===== config.mk =====
export PLATFORM = sky130hd
export DESIGN_NAME = imu_serial_tx_flat
export DESIGN_NICKNAME = d
export VERILOG_FILES = /design/src/rtl/imu_pkg.sv /design/src/rtl/imu_serial_tx_if.sv /design/src/rtl/imu_bit_timer.sv /design/src/rtl/imu_serial_tx.sv /design/src/flat_wrapper.sv
export SDC_FILE = /design/constraint.sdc
export NUM_CORES = 1
export LEC_CHECK = 0
export BUFFER_PORTS_ARGS = -buffer_cell sky130_fd_sc_hd__buf_2
export CAP_MARGIN = 10
export CORE_MARGIN = 2
export CORE_UTILIZATION = 60
export CTS_CLUSTER_DIAMETER = 30
export CTS_CLUSTER_SIZE = 16
export DETAILED_ROUTE_END_ITERATION = 12
export HOLD_SLACK_MARGIN = 0.1
export PLACE_DENSITY = 0.9
export SLEW_MARGIN = 20
export SYNTH_ARGS = -nofsm -noshare
export SYNTH_HDL_FRONTEND = slang
export SYNTH_SLANG_ARGS = --single-unit

===== constraint.sdc =====
create_clock -name clk -period 3.8 [get_ports clk]
set_input_delay 0.38 -clock clk [delete_from_list [all_inputs] [get_ports clk]]
set_output_delay 0.38 -clock clk [all_outputs]
set_load 0.01 [all_outputs]

===== src/rtl/imu_pkg.sv =====
// imu_pkg: shared definitions for the IMU serial transmitter.
//   imu_state_e    - transmit FSM states
//   AXIS_*         - two-bit axis identifiers carried in every frame
//   FRAME_OVERHEAD - non-payload bits per frame (start, two axis bits, parity, stop)
//   frame_bits()   - total bits per frame for a given payload width
package imu_pkg;

  typedef enum logic [2:0] {
    ST_IDLE   = 3'd0,
    ST_START  = 3'd1,
    ST_AXIS   = 3'd2,
    ST_DATA   = 3'd3,
    ST_PARITY = 3'd4,
    ST_STOP   = 3'd5
  } imu_state_e;

  localparam logic [1:0] AXIS_X    = 2'b00;
  localparam logic [1:0] AXIS_Y    = 2'b01;
  localparam logic [1:0] AXIS_Z    = 2'b10;
  localparam logic [1:0] AXIS_TEMP = 2'b11;

  localparam int FRAME_OVERHEAD = 5;

  function automatic int frame_bits(input int data_w);
    return data_w + FRAME_OVERHEAD;
  endfunction

endpackage


===== src/rtl/imu_serial_tx_if.sv =====
// imu_serial_tx_if: sample handshake plus serial line signals.
//   s_valid/s_axis/s_data - sample offered by the source
//   s_ready               - transmitter can take a sample this cycle
//   ser_out/ser_en        - serial line and frame-active strobe
//   busy/done             - transmitter status
// Handshake: a sample transfers on a rising clk edge where s_valid and
// s_ready are both high; the source keeps s_valid, s_axis and s_data stable
// until that edge, and s_ready never depends on s_valid.
interface imu_serial_tx_if #(
  parameter int DATA_W = 16
);
  logic              s_valid;
  logic              s_ready;
  logic [1:0]        s_axis;
  logic [DATA_W-1:0] s_data;
  logic              ser_out;
  logic              ser_en;
  logic              busy;
  logic              done;

  modport master (
    output s_valid, s_axis, s_data,
    input  s_ready, ser_out, ser_en, busy, done
  );

  modport slave (
    input  s_valid, s_axis, s_data,
    output s_ready, ser_out, ser_en, busy, done
  );
endinterface


===== src/rtl/imu_bit_timer.sv =====
// imu_bit_timer: bit-period down-counter.
//   clk, nrst - clock and asynchronous active-low reset
//   clr       - force the count to zero (frame ends or is aborted)
//   start     - load the reload value for the first bit of a frame
//   run       - a frame is in progress
//   tick      - high on the last cycle of each bit while running
module imu_bit_timer #(
  parameter int CLK_DIV = 10
) (
  input  logic clk,
  input  logic nrst,
  input  logic clr,
  input  logic start,
  input  logic run,
  output logic tick
);

  localparam logic [15:0] RELOAD = 16'(CLK_DIV - 1);

  logic [15:0] cnt_q, cnt_d;

  // The count reaches zero only on the last cycle of a bit and is reloaded
  // there, so it never decrements past zero, even with CLK_DIV of 1.
  assign tick = run && (cnt_q == 16'd0);

  always_comb begin
    cnt_d = cnt_q;
    if (clr) begin
      cnt_d = 16'd0;
    end else if (start || tick) begin
      cnt_d = RELOAD;
    end else if (run) begin
      cnt_d = cnt_q - 16'd1;
    end
  end

  always_ff @(posedge clk or negedge nrst) begin
    if (!nrst) begin
      cnt_q <= 16'd0;
    end else begin
      cnt_q <= cnt_d;
    end
  end

endmodule


===== src/rtl/imu_serial_tx.sv =====
// imu_serial_tx: serialises one IMU sample per frame:
//   start(0), axis[1:0], data MSB first, even parity, stop(1).
//   clk, nrst - clock and asynchronous active-low reset
//   en        - low aborts any frame and holds the block idle
//   bus       - sample handshake and serial outputs (slave side)
//   dbg_state - current FSM state
module imu_serial_tx
  import imu_pkg::*;
#(
  parameter int CLK_DIV = 10,
  parameter int DATA_W  = 16
) (
  input  logic             clk,
  input  logic             nrst,
  input  logic             en,
  imu_serial_tx_if.slave   bus,
  output imu_state_e       dbg_state
);

  localparam int SR_W  = DATA_W + 2;
  localparam int IDX_W = (DATA_W > 2) ? $clog2(DATA_W) : 1;

  imu_state_e         state_q, state_d;
  logic [IDX_W-1:0]   idx_q, idx_d;
  logic [SR_W-1:0]    sr_q, sr_d;
  logic               par_q, par_d;
  logic               ser_out_q, ser_out_d;
  logic               ser_en_q, ser_en_d;
  logic               busy_q, busy_d;
  logic               done_q, done_d;
  logic               hs;
  logic               tick;
  logic               timer_clr;
  logic               timer_run;

  // nrst gates s_ready so nothing is offered while reset is held.
  assign bus.s_ready = (state_q == ST_IDLE) && en && nrst;
  assign hs          = bus.s_valid && bus.s_ready;
  assign timer_clr   = (state_d == ST_IDLE);
  assign timer_run   = (state_q != ST_IDLE);

  imu_bit_timer #(.CLK_DIV(CLK_DIV)) u_timer (
    .clk   (clk),
    .nrst  (nrst),
    .clr   (timer_clr),
    .start (hs),
    .run   (timer_run),
    .tick  (tick)
  );

  always_comb begin
    state_d = state_q;
    idx_d   = idx_q;
    sr_d    = sr_q;
    par_d   = par_q;
    done_d  = 1'b0;
    if (!en) begin
      state_d = ST_IDLE;
      idx_d   = '0;
      sr_d    = '0;
      par_d   = 1'b0;
    end else begin
      case (state_q)
        ST_IDLE: if (hs) begin
          sr_d    = {bus.s_axis, bus.s_data};
          par_d   = ^{bus.s_axis, bus.s_data};
          idx_d   = '0;
          state_d = ST_START;
        end
        ST_START: if (tick) state_d = ST_AXIS;
        ST_AXIS: if (tick) begin
          sr_d = sr_q << 1;
          if (idx_q == IDX_W'(1)) begin
            idx_d   = '0;
            state_d = ST_DATA;
          end else begin
            idx_d = idx_q + 1'b1;
          end
        end
        ST_DATA: if (tick) begin
          sr_d = sr_q << 1;
          if (idx_q == IDX_W'(DATA_W - 1)) begin
            idx_d   = '0;
            state_d = ST_PARITY;
          end else begin
            idx_d = idx_q + 1'b1;
          end
        end
        ST_PARITY: if (tick) state_d = ST_STOP;
        ST_STOP: if (tick) begin
          state_d = ST_IDLE;
          done_d  = 1'b1;
        end
        default: state_d = ST_IDLE;
      endcase
    end

    // Line outputs are decoded from the next state so the registered
    // values line up with the state they belong to.
    ser_en_d = (state_d != ST_IDLE);
    busy_d   = (state_d != ST_IDLE);
    case (state_d)
      ST_START:         ser_out_d = 1'b0;
      ST_AXIS, ST_DATA: ser_out_d = sr_d[SR_W-1];
      ST_PARITY:        ser_out_d = par_d;
      default:          ser_out_d = 1'b1;
    endcase
  end

  always_ff @(posedge clk or negedge nrst) begin
    if (!nrst) begin
      state_q   <= ST_IDLE;
      idx_q     <= '0;
      sr_q      <= '0;
      par_q     <= 1'b0;
      ser_out_q <= 1'b1;
      ser_en_q  <= 1'b0;
      busy_q    <= 1'b0;
      done_q    <= 1'b0;
    end else begin
      state_q   <= state_d;
      idx_q     <= idx_d;
      sr_q      <= sr_d;
      par_q     <= par_d;
      ser_out_q <= ser_out_d;
      ser_en_q  <= ser_en_d;
      busy_q    <= busy_d;
      done_q    <= done_d;
    end
  end

  assign bus.ser_out = ser_out_q;
  assign bus.ser_en  = ser_en_q;
  assign bus.busy    = busy_q;
  assign bus.done    = done_q;
  assign dbg_state   = state_q;

endmodule


===== src/flat_wrapper.sv =====
// flat-port wrapper written by rule: the top's interface ports become plain ports
module imu_serial_tx_flat import imu_pkg::*;
#(
  parameter int CLK_DIV = 10,
  parameter int DATA_W  = 16
)
  (clk, nrst, en, dbg_state, bus_s_valid, bus_s_axis, bus_s_data, bus_s_ready, bus_ser_out, bus_ser_en, bus_busy, bus_done);
  imu_serial_tx_if #(.DATA_W(DATA_W)) bus_i ();
  input  logic clk;
  input  logic nrst;
  input  logic en;
  output imu_state_e dbg_state;
  input wire logic [$bits(bus_i.s_valid)-1:0] bus_s_valid;
  input wire logic [$bits(bus_i.s_axis)-1:0] bus_s_axis;
  input wire logic [$bits(bus_i.s_data)-1:0] bus_s_data;
  output wire logic [$bits(bus_i.s_ready)-1:0] bus_s_ready;
  output wire logic [$bits(bus_i.ser_out)-1:0] bus_ser_out;
  output wire logic [$bits(bus_i.ser_en)-1:0] bus_ser_en;
  output wire logic [$bits(bus_i.busy)-1:0] bus_busy;
  output wire logic [$bits(bus_i.done)-1:0] bus_done;
  assign bus_i.s_valid = bus_s_valid;
  assign bus_i.s_axis = bus_s_axis;
  assign bus_i.s_data = bus_s_data;
  assign bus_s_ready = bus_i.s_ready;
  assign bus_ser_out = bus_i.ser_out;
  assign bus_ser_en = bus_i.ser_en;
  assign bus_busy = bus_i.busy;
  assign bus_done = bus_i.done;
  imu_serial_tx #(.CLK_DIV(CLK_DIV), .DATA_W(DATA_W)) u_core (.clk(clk), .nrst(nrst), .en(en), .bus(bus_i), .dbg_state(dbg_state));
endmodule

* Yosys cells after proc, flatten, opt, wreduce, memory -nomap -nowiden
Index checks and enable logic that the tools add are counted.
** Word-level totals
- Flip-flop bits (word level) :: 45
- Input bits :: 22
- Output and inout bits :: 8
- Logic and storage cells :: 75
** Cells by class
- Add/subtract/negate cells :: 2
- Eq/ne operators :: 17
- Muxes and demuxes :: 31
- Reduce and logical (&&, ||, !) cells :: 16
** Operators by type and width (number)
- 18-bit 2-to-1 mux :: 3
- 16-bit 2-to-1 mux :: 3
- 18-bit case mux with 2 select lines :: 1
- 3-bit 2-to-1 mux :: 9
- 4-bit 2-to-1 mux :: 6
- 3-bit case mux with 6 select lines :: 1
- 18-bit parity :: 1
- 16-bit logical NOT :: 1
- 16-bit by 1-bit subtractor with 16-bit output, second input constant :: 1
- 3-bit by 2-bit equality test with 1-bit output, second input constant :: 4
- 4-bit case mux with 3 select lines :: 1
- 3-bit equality test, second input constant :: 3
- 3-bit inequality test, second input constant :: 3
- 3-bit nonzero test :: 3
- 3-bit by 1-bit equality test with 1-bit output, second input constant :: 2
- 3-bit logical NOT :: 2
- 1-bit 2-to-1 mux :: 6
- 3-bit by 2-bit inequality test with 1-bit output, second input constant :: 2
- 4-bit by 1-bit adder with 4-bit output, second input constant :: 1
- 4-bit by 1-bit equality test with 1-bit output, second input constant :: 1
- 4-bit equality test, second input constant :: 1
- 1-bit logical AND :: 4
- 4-bit by 1-bit inequality test with 1-bit output, second input constant :: 1
- 4-bit AND reduction :: 1
- other kinds (4) :: 5

* Logic depth before layout (Yosys ltp)
- Depth after elaboration :: 10
- Gate-level depth with buffers :: 9
- Depth with buffers taken out :: 8

* Hierarchy
From an unflattened synthesis, not the netlist that was laid out.
** Second synthesis, totals
- Cells, all modules :: 242
- Area total of the unflattened synthesis :: 2522.4 um^2
** By module, submodules not included
- imu_serial_tx :: instances 1, cells each 155, area each 1669.1 um^2, sequential area each 726.9 um^2
- imu_bit_timer :: instances 1, cells each 87, area each 853.3 um^2, sequential area each 400.4 um^2

* Worst setup path after synthesis
Ideal clock, no wire load.
- Path kind :: flip-flop to flip-flop
- From :: register u_core.u_timer.cnt_q[0]
- To :: register u_core.ser_out_q (netlist: u_core.bus.ser_out)
- Setup time :: 0.089 ns
- Arrival time :: 2.502 ns
- Required time :: 3.711 ns
- Setup slack :: 1.209 ns
- Stages on the path, launching flop included :: 10
- Buffers on the path :: 1
- Clock period less this slack :: 2.591 ns
- Cells stage by stage :: dfrtp_1 > inv_1 > ha_1 > or4b_1 > or4_1 > buf_2 > nor4b_4 > o21ai_2 > a2111oi_4 > a211oi_1
** On the way
- Word-level cells in the longest chain between the ends :: 8
- Elaborated cells on any way between the ends :: 18
- Classes of those cells :: eq/ne (4); mux (11); reduce/logical (3)
** Ends and longest elaborated chain
- start: declaration :: RTL line imu_bit_timer.sv:20 : logic [15:0] cnt_q, cnt_d;
- start signal: assignment :: RTL line imu_bit_timer.sv:41 : cnt_q <= cnt_d;
- 16-bit logical NOT * :: RTL line imu_bit_timer.sv:24 : assign tick = run && (cnt_q == 16'd0);
- 1-bit logical AND * :: RTL line imu_bit_timer.sv:24
- 3-bit 2-to-1 mux (on tied branches)
- 3-bit case mux with 6 select lines :: RTL line imu_serial_tx.sv:63 : case (state_q)
- 3-bit 2-to-1 mux :: RTL line imu_serial_tx.sv:57 : if (!en) begin
- 3-bit by 2-bit equality test with 1-bit output :: RTL line imu_serial_tx.sv:102 : case (state_d)
- 2-bit OR reduction :: RTL line imu_serial_tx.sv:102
- 1-bit case mux with 3 select lines * :: RTL line imu_serial_tx.sv:102
- named net u_core.ser_out_d :: RTL line imu_serial_tx.sv:27 : logic ser_out_q, ser_out_d;
- end signal: assignment :: RTL line imu_serial_tx.sv:125 : ser_out_q <= ser_out_d;
- end: declaration :: RTL line imu_serial_tx.sv:27
The timed path passes the listed nets; every way through them passes the cells marked *. The select of a mux whose other input is x is not followed.
A chain may end at the register's enable or synchronous reset.

* Worst setup path in the final report
- From :: register u_core.u_timer.cnt_q[0]
- To :: register u_core.sr_q[7]
** On the way
- Word-level cells in the longest chain between the ends :: 4
** Ends and longest elaborated chain
- 16-bit logical NOT :: RTL line imu_bit_timer.sv:24
- 1-bit logical AND :: RTL line imu_bit_timer.sv:24
- 3-bit by 2-bit inequality test with 1-bit output (no line)
- 3-bit AND reduction (no line)
- end signal: assignment :: RTL line imu_serial_tx.sv:123 : sr_q <= sr_d;
- end: declaration :: RTL line imu_serial_tx.sv:25 : logic [SR_W-1:0] sr_q, sr_d;
No other way between the ends.

==> metrics <==
status complete, no violations; worst stage delay on the critical path 0.69 ns; Comb power frac 24.4%; register bit total from synthesis 45; CP delay by family, top simple AND/OR/NAND/NOR gates; ys flop type dfrtp_1; Max VDD drop 251 µV; largest net degree at the start of global routing 42; Clock Path Buffers 2; Hold Path Depth 2; slowest stage cell on the critical path or4_1; FFs w/ async S/R, synth 100%; NetSw approximately 340 µW; internal power 810 µW; CTS Buf Count 5; CTS sink cnt 45; Mapped Cells 266; total negative slack 0 ns; post-layout power 1150 µW; syn_area_per_cell 9.35 µm²; Root Driver clkbuf_8; Max transition margin 57.9%; crit-path max FO 16; total track usage about 25%; ant diodes 0; RR Startpoint u_core.u_timer.cnt_q[0]; largest family of logic cells by synthesized area simple AND/OR/NAND/NOR gates; crit start category flop; initial DRC count ~150; first-pass GRT wire length 8740 µm; period utilization 75.4%; Clock Skew 0.00629 ns; synth unique cells 49; Clock Latency Late Sink ~0.30 ns; initial antenna violation count 0; cts repair resizes 0; CTS clk-pin slew, worst paths 0.08 ns; CP cell instances inv_1 > ha_1 > or4b_1 > or4_1 > nor2_2 > a22oi_1 > o21ai_0; number of buffers added on ports 29; H-tree levels 2; die width 68.4 µm; Crit path arrival time slightly above 3 ns; Yosys top cell by area dfrtp_1; pins over their slew limit 0; Fmax 349 MHz; via density per instance 6.05; overall routed net length 5220 µm; Min-Delay Path Class input pin to flop; share of the synthesized area in the top cell type 44.3%; Compound-Gate Fraction of Synth Area a little under a fifth; Buf+Inv Stages, Crit Path 1; die area roughly 4700 µm²; worst slew pin tran 0.630 ns; antenna-violating nets left 0; part of the power in registers 44.4%; Initial Util 62.2%; synth warn 0; synthesized net count 292; reg2reg end u_core.sr_q[7]; FP Rows 23; number of max-cap violations 0; mux share of post-synthesis cell area 0%; # DRC 0; Min-Delay Endpoint u_core.sr_q[0]; r2r setup slk 0.94 ns; Core ar. between 4000 and 5000 µm²; drt first pass iters 5; leakage 0.00122 µW; reg2reg path depth 7; die boundary height 68.4 µm; Hold Startpoint bus_s_data[0]; synth-to-layout area growth 11.8%; WP data required 4.01 ns; Seq/Total Area, Yosys 45.3%; Pwr Density ~410 nW/µm²; Crit. End Element flop; RSZ-0062 raised after global routing no; Simple-Gate Fraction of Synth Area 21.7%; CP Class flop to flop; layout cells sized above 1 between 15 and 20%; Avg WL per Cell 15.2 µm; Final Non-Filler Cells 344; grt total ovfl 0; Hold Violations, Final 0; Clock Power Share between 30% and 40%; area share of fa/ha/maj cells after synthesis about 2%; crit path time final 2.86 ns; number of global-route vias before repair 1873; postcts setup bufs 0; largest cells by area after synthesis dfrtp_1 (44%), xnor2_1 (8.8%), o21ai_0 (5.0%); dpl cells 335; Synth Area in XOR/XNOR roughly 9.2%; CTS tree built; sw frac between 20% and 30%; FILL cells 308; # setup viols final 0; hold buffers post-CTS 1; post-synth design cell area 2490 µm²; RePlAce Congestion 0.873; Post-synth EDFFs 0; fin nets 319; hold_ws 0.330 ns; I/O Pins 30; via count 2080; Post-DP HPWL around 3700 µm
-- layer usage --
metal  part of all wire (%)  up-vias  global-route usage [%]
met5                      0        -                       0
met4                    1.0        0                    7.75
met3                    5.5        6                    5.76
met2                     48       63                    39.3
met1                     45     1007                    34.6
li1                       -     1004                       -
-- final cells by class --
cell class                      count  area (µm²)  area share [%]
Multi-Input combinational cell    200        1270            45.7
Sequential cell                    45        1130            40.5
Timing Repair Buffer               33         178            6.39
Clock buffer                        6        72.6            2.61
Tap cell                           50        62.6            2.25
Clock inverter                      2        38.8            1.40
Inverter                            8        30.0            1.08
-- power groups by stage --
stage / Combinational [µW] / Sequential, µW / Clock [µW]
final: 281 / 512 / 359
after global routing: 314 / 515 / 389
after CTS: 282 / 512 / 366
after detailed placement: 278 / 521 / 0
after global placement: 273 / 520 / 0
after floorplan: 210 / 516 / 0
-- stage by stage --
stage          area, µm²  utilization [%]  worst slack [ns]
2_1_floorplan       2490                -              1.21
4_1_cts             2780             69.5             0.922
6_report            2780             69.5             0.936
3_3_place_gp        2660             66.5              1.05
3_5_place_dp        2660             66.5             0.928
5_1_grt             2780             69.5             0.696
-- flip-flops by register name, summed over array words and instances (netlist names) --
| register | count |
|---|---|
| u_core.par_q | 1 |
| u_core.bus.done | 1 |
| u_core.idx_q | 4 |
| u_core.bus.ser_en | 1 |
| u_core.dbg_state | 3 |
| u_core.bus.ser_out | 1 |
| u_core.u_timer.cnt_q | 16 |
| u_core.sr_q | 18 |
-- cell usage in the layout, fill, tap and decap left out, types with 2 or more instances in the layout --
cell type | synthesis | layout
dfrtp_1 | 44 | 44
nor4_1 | 4 | 4
xnor2_1 | 25 | 25
a211oi_1 | 2 | 2
a21o_1 | 2 | 2
inv_1 | 8 | 8
and2_1 | 2 | 2
o21ai_0 | 25 | 25
clkbuf_8 | 0 | 5
or4_1 | 2 | 2
or4_4 | 2 | 2
nor4b_1 | 2 | 2
nor2b_1 | 2 | 2
and3_1 | 3 | 3
or3_1 | 5 | 5
nand2_1 | 26 | 26
a22oi_1 | 16 | 16
buf_2 | 4 | 29
nor2_1 | 23 | 23
o21ai_1 | 2 | 2
nand3_1 | 8 | 8
nor3_1 | 7 | 7
nand3b_1 | 2 | 2
a21oi_1 | 12 | 12
o31ai_1 | 2 | 2
o211ai_1 | 2 | 2
ha_1 | 4 | 4
buf_4 | 1 | 3
-- synthesized netlist by cell type (3+ instances only) --
master / instances
dfrtp_1: 44
nor3_1: 7
and3_1: 3
or3_1: 5
nor2_1: 23
a21oi_1: 12
ha_1: 4
o21ai_0: 25
inv_1: 8
buf_2: 4
nand3_1: 8
nor4_1: 4
clkbuf_1: 8
xnor2_1: 25
nand2_1: 26
a22oi_1: 16
-- cell families (layout without fill, tap and decap cells) --
logic type                 count (synthesis)  in the layout
AOI/OAI and AO/OA                         70             70
xor gates and xnor gates                  26             26
adders and majority gates                  4              4
buffers and inverters                     21             49
DFF                                       45             45
and+or+nand+nor                          100            100
-- worst max-delay path by stage --
stage,startpoint,endpoint,depth (start not counted)
4_1_cts,u_core.u_timer.cnt_q[0],u_core.sr_q[7],7
6_report,u_core.u_timer.cnt_q[0],u_core.sr_q[7],7
2_1_floorplan,u_core.u_timer.cnt_q[0],u_core.bus.ser_out,9
3_5_place_dp,u_core.u_timer.cnt_q[0],u_core.sr_q[7],7
5_1_grt,u_core.u_timer.cnt_q[0],u_core.sr_q[2],7
3_3_place_gp,u_core.u_timer.cnt_q[0],u_core.sr_q[4],7
Power figures use the tool's default switching activity.
